===== config.mk =====
export PLATFORM = sky130hd
export DESIGN_NAME = lut4_config_sequencer_flat
export DESIGN_NICKNAME = d
export VERILOG_FILES = /design/src/rtl/lut4_config_sequencer_if.sv /design/src/rtl/lut4_config_sequencer.sv /design/src/flat_wrapper.sv
export SDC_FILE = /design/constraint.sdc
export NUM_CORES = 1
export LEC_CHECK = 0
export ABC_AREA = 1
export BUFFER_PORTS_ARGS = -buffer_cell sky130_fd_sc_hd__buf_2
export CORE_MARGIN = 2
export CORE_UTILIZATION = 48
export DETAILED_ROUTE_END_ITERATION = 6
export HOLD_SLACK_MARGIN = 0.06
export PLACE_DENSITY = 0.71
export REMOVE_ABC_BUFFERS = 1
export SYNTH_ARGS = -nofsm -noshare
export SYNTH_HDL_FRONTEND = slang
export SYNTH_SLANG_ARGS = --single-unit

===== constraint.sdc =====
create_clock -name i_clk -period 1.4 [get_ports i_clk]
set_clock_uncertainty 0.15 [all_clocks]
set_input_delay 0.07 -clock i_clk [delete_from_list [all_inputs] [get_ports i_clk]]
set_output_delay 0.07 -clock i_clk [all_outputs]
set_load 0.005 [all_outputs]

===== src/rtl/lut4_config_sequencer_if.sv =====
`default_nettype none
// ============================================================================
// Module   : lut4_config_sequencer_if
// Purpose  : Truth-table offer handshake between a requester and the sequencer.
// Revision : 1.0 - initial release
// ============================================================================
interface lut4_config_sequencer_if;
    logic        i_cfg_valid;
    logic [15:0] i_cfg_word;
    logic        o_cfg_ready;

    modport master (
        output i_cfg_valid,
        output i_cfg_word,
        input  o_cfg_ready
    );

    modport slave (
        input  i_cfg_valid,
        input  i_cfg_word,
        output o_cfg_ready
    );
endinterface
`default_nettype wire


===== src/rtl/lut4_config_sequencer.sv =====
`default_nettype none
// ============================================================================
// Module   : lut4_config_sequencer
// Purpose  : Serialises a 16-bit truth table into a LUT4 config port.
//            Each address/data pair is held for HOLD_CYCLES cycles.
// Revision : 1.0 - initial release
// ============================================================================
module lut4_config_sequencer #(
    parameter int HOLD_CYCLES = 2   // legal range 1..15
) (
    input  logic                          i_clk,
    input  logic                          i_rst_n,
    lut4_config_sequencer_if.slave        cfg,
    input  logic                          i_abort,
    output logic [3:0]                    o_addr_load_data,
    output logic                          o_Data,
    output logic                          o_config_enable,
    output logic                          o_busy,
    output logic                          o_cfg_done,
    output logic                          o_configured
);

    localparam logic [1:0] c_IDLE      = 2'd0;
    localparam logic [1:0] c_LOAD      = 2'd1;
    localparam logic [1:0] c_FINISH    = 2'd2;
    localparam logic [3:0] c_HOLD_LAST = 4'(HOLD_CYCLES - 1);
    localparam logic [3:0] c_ADDR_LAST = 4'd15;

    logic [1:0]  r_state;
    logic [15:0] r_shadow;
    logic [3:0]  r_hold;
    logic [3:0]  r_addr;
    logic        r_data;
    logic        r_enable;
    logic        r_busy;
    logic        r_done;
    logic        r_configured;
    logic        r_ready;

    logic        w_hold_end;
    logic        w_addr_last;
    logic [3:0]  w_addr_next;

    assign w_hold_end  = (r_hold == c_HOLD_LAST);
    assign w_addr_last = (r_addr == c_ADDR_LAST);
    assign w_addr_next = r_addr + 4'd1;

    always_ff @(posedge i_clk or negedge i_rst_n) begin
        if (!i_rst_n) begin
            r_state      <= c_IDLE;
            r_shadow     <= 16'h0000;
            r_hold       <= 4'd0;
            r_addr       <= 4'd0;
            r_data       <= 1'b0;
            r_enable     <= 1'b0;
            r_busy       <= 1'b0;
            r_done       <= 1'b0;
            r_configured <= 1'b0;
            r_ready      <= 1'b1;
        end else begin
            r_done <= 1'b0;
            case (r_state)
                c_IDLE: begin
                    if (cfg.i_cfg_valid) begin
                        // Shadow and first data bit come from the same word on the accept edge.
                        r_state  <= c_LOAD;
                        r_shadow <= cfg.i_cfg_word;
                        r_hold   <= 4'd0;
                        r_addr   <= 4'd0;
                        r_data   <= cfg.i_cfg_word[0];
                        r_enable <= 1'b1;
                        r_busy   <= 1'b1;
                        r_ready  <= 1'b0;
                    end
                end

                c_LOAD: begin
                    if (i_abort) begin
                        // Abort outranks completion, even on the final hold cycle.
                        r_state      <= c_IDLE;
                        r_hold       <= 4'd0;
                        r_addr       <= 4'd0;
                        r_data       <= 1'b0;
                        r_enable     <= 1'b0;
                        r_busy       <= 1'b0;
                        r_configured <= 1'b0;
                        r_ready      <= 1'b1;
                    end else if (w_hold_end) begin
                        r_hold <= 4'd0;
                        if (w_addr_last) begin
                            r_state      <= c_FINISH;
                            r_addr       <= 4'd0;
                            r_data       <= 1'b0;
                            r_enable     <= 1'b0;
                            r_busy       <= 1'b0;
                            r_done       <= 1'b1;
                            r_configured <= 1'b1;
                        end else begin
                            r_addr <= w_addr_next;
                            r_data <= r_shadow[w_addr_next];
                        end
                    end else begin
                        r_hold <= r_hold + 4'd1;
                    end
                end

                c_FINISH: begin
                    r_state <= c_IDLE;
                    r_ready <= 1'b1;
                end

                default: begin
                    r_state  <= c_IDLE;
                    r_hold   <= 4'd0;
                    r_addr   <= 4'd0;
                    r_data   <= 1'b0;
                    r_enable <= 1'b0;
                    r_busy   <= 1'b0;
                    r_ready  <= 1'b1;
                end
            endcase
        end
    end

    assign cfg.o_cfg_ready  = r_ready;
    assign o_addr_load_data = r_addr;
    assign o_Data           = r_data;
    assign o_config_enable  = r_enable;
    assign o_busy           = r_busy;
    assign o_cfg_done       = r_done;
    assign o_configured     = r_configured;

endmodule
`default_nettype wire

===== src/flat_wrapper.sv =====
// flat-port wrapper written by rule: the top's interface ports become plain ports
module lut4_config_sequencer_flat 
#(
    parameter int HOLD_CYCLES = 2                       
)
  (i_clk, i_rst_n, i_abort, o_addr_load_data, o_Data, o_config_enable, o_busy, o_cfg_done, o_configured, cfg_i_cfg_valid, cfg_i_cfg_word, cfg_o_cfg_ready);
  lut4_config_sequencer_if cfg_i ();
  input  logic i_clk;
  input  logic i_rst_n;
  input  logic i_abort;
  output logic [3:0] o_addr_load_data;
  output logic o_Data;
  output logic o_config_enable;
  output logic o_busy;
  output logic o_cfg_done;
  output logic o_configured;
  input wire logic [$bits(cfg_i.i_cfg_valid)-1:0] cfg_i_cfg_valid;
  input wire logic [$bits(cfg_i.i_cfg_word)-1:0] cfg_i_cfg_word;
  output wire logic [$bits(cfg_i.o_cfg_ready)-1:0] cfg_o_cfg_ready;
  assign cfg_i.i_cfg_valid = cfg_i_cfg_valid;
  assign cfg_i.i_cfg_word = cfg_i_cfg_word;
  assign cfg_o_cfg_ready = cfg_i.o_cfg_ready;
  lut4_config_sequencer #(.HOLD_CYCLES(HOLD_CYCLES)) u_core (.i_clk(i_clk), .i_rst_n(i_rst_n), .cfg(cfg_i), .i_abort(i_abort), .o_addr_load_data(o_addr_load_data), .o_Data(o_Data), .o_config_enable(o_config_enable), .o_busy(o_busy), .o_cfg_done(o_cfg_done), .o_configured(o_configured));
endmodule

Word-level counts from Yosys, hierarchy flattened:

Index checks and enable logic that the tools add are counted.
Widths: inputs -> output; s select.

* bits in registers: 31
* output and inout bits: 10
* word-level logic and storage cells: 66

* add/subtract/negate cells: 2
* magnitude comparators: 1
* eq/ne operators: 8
* multiplexer cells: 35
* bitwise logic cells: 1
* reduce and logical (&&, ||, !) cells: 10

Operators with widths (count)
* $mux 4: 6
* $pmux 4 s3: 2
* $mux 1: 18
* $reduce_and 3->1: 3
* $add 4x1->4 const B: 2
* $mux 2: 4
* $ne 3x2->1 const B: 2
* $pmux 1 s3: 2
* $reduce_and 2->1: 3
* $lt 4x5->1 const B: 1
* $bmux 1 s4: 1
* $eq 4x1->1 const B: 1
* $eq 4x4->1 const B: 1
* $ne 2x2->1 const B: 2
* $pmux 2 s2: 1
* $reduce_and 4->1: 1
* $reduce_bool 2->1: 2
* $eq 2x1->1 const B: 1
* $eq 2x2->1 const B: 1
* $logic_not 2->1: 1
* $pmux 1 s2: 1
* $not 1->1: 1

Longest topological paths before layout:

* depth after elaboration: 7
* mapped depth: 11

Worst setup path before layout:

Ideal clock, no wire load.

* path kind: reg-to-reg
* start point: reg u_core.r_addr[0] (netlist: u_core.o_addr_load_data[0])
* end point: reg u_core.r_data (netlist: u_core.o_Data)
* arrival time: 1.297 ns
* required time: 1.134 ns
* setup slack: -0.163 ns
* stages on the path, launching flop included: 11
* buffers on the path: 0
* path through: dfrtp_1 -> ha_1 -> inv_1 -> nand3_1 -> nand3_1 -> nand3_2 -> nand2_1 -> nand2_1 -> nand2_1 -> nand2_1 -> nand2_1

* longest elaborated chain between the ends: 7

Ends and longest elaborated chain
* start, declared: RTL line lut4_config_sequencer.sv:32 `logic [3:0] r_addr;`
* start signal, assigned: RTL line lut4_config_sequencer.sv:99 `r_addr <= w_addr_next;`
* $add 4x1->4: RTL line lut4_config_sequencer.sv:46 `assign w_addr_next = r_addr + 4'd1;`
* $bmux 1 s4: RTL line lut4_config_sequencer.sv:100 `r_data <= r_shadow[w_addr_next];`
* $mux 1 (not written as such): RTL line lut4_config_sequencer.sv:100
* $mux 1 *: RTL line lut4_config_sequencer.sv:90 `if (w_addr_last) begin`
* $mux 1 *: RTL line lut4_config_sequencer.sv:88 `end else if (w_hold_end) begin`
* $mux 1 *: RTL line lut4_config_sequencer.sv:78 `if (i_abort) begin`
* $pmux 1 s3 *: RTL line lut4_config_sequencer.sv:62 `case (r_state)`
* end signal, assigned: RTL line lut4_config_sequencer.sv:70 `r_data <= cfg.i_cfg_word[0];`
* end signal, assigned: RTL line lut4_config_sequencer.sv:100
* end, declared: RTL line lut4_config_sequencer.sv:33 `logic r_data;`

Mark *: on every way between the ends. The rest lies on a longest branch, timed or not. The select of a mux whose other input is x is not followed.
A chain may end at the register's enable or synchronous reset.

Final worst setup path:

Ends and elaborated chain as after synthesis.

==> impl_metrics.env <==
export IMPL_drt_wl_total_um=3850
export IMPL_clk_pin_slew_worst_paths_ps=90
export IMPL_seq_area_um2=778.2
export IMPL_htreeDepth=2
export IMPL_synth_area_um2=1523
export IMPL_max_slew_margin_rel=0.7617
export IMPL_synth_top_area_share=0.4930
export IMPL_worst_pin_slew_ps=357.5
export IMPL_rsz0062_at_grt="yes"
export IMPL_clk_insertion_delay_late_ps=330
export IMPL_drt_iter0_markers=99
export IMPL_clock_fmax_mhz=634.4
export IMPL_muxShareOfSynthArea=0
export IMPL_placed_area_um2=1815
export IMPL_yosysWarnings=0
export IMPL_path_class="flop to flop"
export IMPL_ys_top_cells_by_area="dfrtp_1 49%, nand2_1 13%, inv_1 5.7%, nand3_1 4.9%, o21ai_1 4.3%"
export IMPL_drive_gt1_frac=0.3488
export IMPL_die_h_um=60.33
export IMPL_cts_num_sinks=31
export IMPL_peakVddDrop_uv=1099
export IMPL_via_per_inst=4.818
export IMPL_yosysSeqAreaShare=0.5103
export IMPL_final_fill_count=191
export IMPL_routabilityCongestion=0.8662
export IMPL_hold_path_class="input port to flop"
export IMPL_detail_route_antenna_nets=0
export IMPL_grt_max_degree=31
export IMPL_drv_cap=0
export IMPL_first_pass_iters=4
export IMPL_p_per_area_nw_per_um2=1688
export IMPL_start_util=0.5029
export IMPL_grt_antenna_before_repair=0
export IMPL_arrival_ps=1660
export IMPL_fin_util=0.7669
export IMPL_p_leak_uw=0.001132
export IMPL_fin_crit_ps=1576
export IMPL_area_growth_pct=52.51
export IMPL_final_nets=280
export IMPL_synth_largest_area_cell="dfrtp_1"
export IMPL_status="finished with violations"
export IMPL_fin_ws_ps=-176.3
export IMPL_antennaDiodeCount=0
export IMPL_end_kind="flop"
export IMPL_synth_compound_area_frac=0.09942
export IMPL_cts_path_max_buffers=2
export IMPL_multi_input_area_um2=743.2
export IMPL_synthXorXnorAreaFrac=0.02301
export IMPL_dp_hpwl_um=2313
export IMPL_period_share=1.126
export IMPL_setup_viol=8
export IMPL_syn_instance_count=187
export IMPL_required_ps=1490
export IMPL_die_x_um=60.33
export IMPL_ys_types=27
export IMPL_via_count=1455
export IMPL_finalMaxSlewViolations=0
export IMPL_hold_viol=0
export IMPL_design_die_area_um2=3639
export IMPL_grt_pass1_wl_um=5471
export IMPL_cts_buffers=5
export IMPL_rows=20
export IMPL_wl_per_cell_um=12.75
export IMPL_synth_top_family_by_area="simple AND/OR/NAND/NOR gates"
export IMPL_core_area_um2=3028
export IMPL_grt_pass1_vias=1316
export IMPL_critPathMaxFanout=7
export IMPL_design_area_um2=2322
export IMPL_synth_seq_cells=31
export IMPL_synth_simple_area_share=0.2473
export IMPL_cp_start_kind="flop"
export IMPL_gr_usage_all_layers=0.2094
export IMPL_grt_overflow_total=0
export IMPL_cts_tree="built"
export IMPL_synthAdderAreaFrac=0.02465
export IMPL_cts_root_buffer="clkbuf_4"
export IMPL_port_buffers=29
export IMPL_drc_errors=0
export IMPL_io_pins=30
export IMPL_avgSynthCellArea_um2=8.143
export IMPL_violations="setup timing"
## kinds of logic (layout without fill, tap and decap cells)
group / Yosys count / after routing
and+or+nand+nor: 86 / 86
buffers and inverters: 35 / 106
DFF: 31 / 31
AOI/OAI and AO/OA: 28 / 28
xor gates and xnor gates: 4 / 4
adders and majority gates: 3 / 3
## timing repair
item                       in CTS  in global routing
pin swaps                       5                  7
setup endpoints to repair       7                 27
hold endpoints to repair       58                  0
gates cloned                    0                  1
setup buffers                   2                  3
resized for setup               9                 23
hold buffers                   20                  0
## critical path, stage by stage, from the launching register on
cell and delay [ps]:
dfrtp_1 440, ha_4 350, nor2_1 70, nand2_1 50, nand3_1 90, nand3_2 80, nand2_2 40, nand2_1 60
nand2_1 60, nand2_1 50, nand2_1 40
## per-layer routing
layer	track usage	wire length (um)	vias to the layer above
met5	0	0	-
met4	0.08571	25	0
met3	0.07143	215	3
met2	0.3447	1903	41
met1	0.2510	1705	686
li1	-	-	725
## placed cells by master, fill, tap and decap left out, types with 2 or more instances in the layout
cell type      synthesis  final
inv_2                  6      5
nor2_1                 9      7
nand3_1               15      6
dlygate4sd3_1          0     20
nand2_1               53     52
clkbuf_8               0      2
inv_1                 23     22
a21oi_1                2      2
nand3_2                1      9
o21ai_0                9      9
nor2_2                 3      3
clkbuf_4               0      5
buf_6                  0      3
buf_12                 0      3
nand2_4                1      2
o21ai_1               13     13
buf_4                  2     13
nor2_4                 1      3
dfrtp_1               30     29
inv_4                  1      3
buf_2                  3     28
## area by class of cell
| class | count | share of cell area |
|---|---|---|
| Multi-Input combinational cell | 121 | 0.3200 |
| Tap cell | 44 | 0.02371 |
| Inverter | 30 | 0.05172 |
| Clock buffer | 8 | 0.02963 |
| Sequential cell | 31 | 0.3351 |
| Timing Repair Buffer | 68 | 0.2398 |
## flip-flops by register name (all words and copies together), names as in the netlist
signal and count:
u_core.r_state 2, u_core.r_shadow 16, u_core.cfg.o_cfg_ready 1, u_core.o_cfg_done 1
u_core.o_config_enable 1, u_core.o_Data 1, u_core.r_hold 4, u_core.o_configured 1
u_core.o_addr_load_data 4
## through the flow
step                hold WS [ps]  power (uW)  setup WS (ps)  cells  setup TNS [ps]
floorplan                 -375.6        2258         -296.7    182           -4792
detailed placement        -152.3        2800         -226.3    268          -251.1
finish                     322.3        3921         -176.3    302          -491.4
CTS                        319.4        3558         -90.56    298          -90.56
global placement          -151.7        2761         -161.9    268          -162.7
global route               331.6        4211         -256.4    302           -1651
## cell usage after synthesis (all sizes together)
master	count
nand3	16
nor2	13
ha	3
o21ai	23
nand2	55
inv	30
dfrtp	30
nand4	1
a22o	1
dfstp	1
buf	5
o22ai	1
xnor2	1
o31ai	1
xor2	3
nor3	1
a21oi	2
## power by group
part           switching (uW)  internal [uW]
Clock                     294            295
Sequential                146           1210
Combinational            1090            886
## final timing paths
| check | startpoint | end | slack [ps] | depth (start not counted) |
|---|---|---|---|---|
| max in group asynchronous | i_rst_n | u_core.o_config_enable$_DFFE_PN0P_ | 120 | 4 |
| min in group asynchronous | i_rst_n | u_core.r_shadow[3]$_DFFE_PN0P_ | 560 | 3 |
| worst min-delay path | cfg_i_cfg_word[1] | u_core.r_shadow[1]$_DFFE_PN0P_ | 320 | 4 |
| worst min register to register | u_core.r_shadow[13]$_DFFE_PN0P_ | u_core.r_shadow[13]$_DFFE_PN0P_ | 340 | 2 |
| worst max register to register | u_core.o_addr_load_data[0]$_DFFE_PN0P_ | u_core.o_Data$_DFFE_PN0P_ | -180 | 10 |
| worst max-delay path | u_core.o_addr_load_data[0]$_DFFE_PN0P_ | u_core.o_Data$_DFFE_PN0P_ | -180 | 10 |
(Power assumes the default switching activity.)
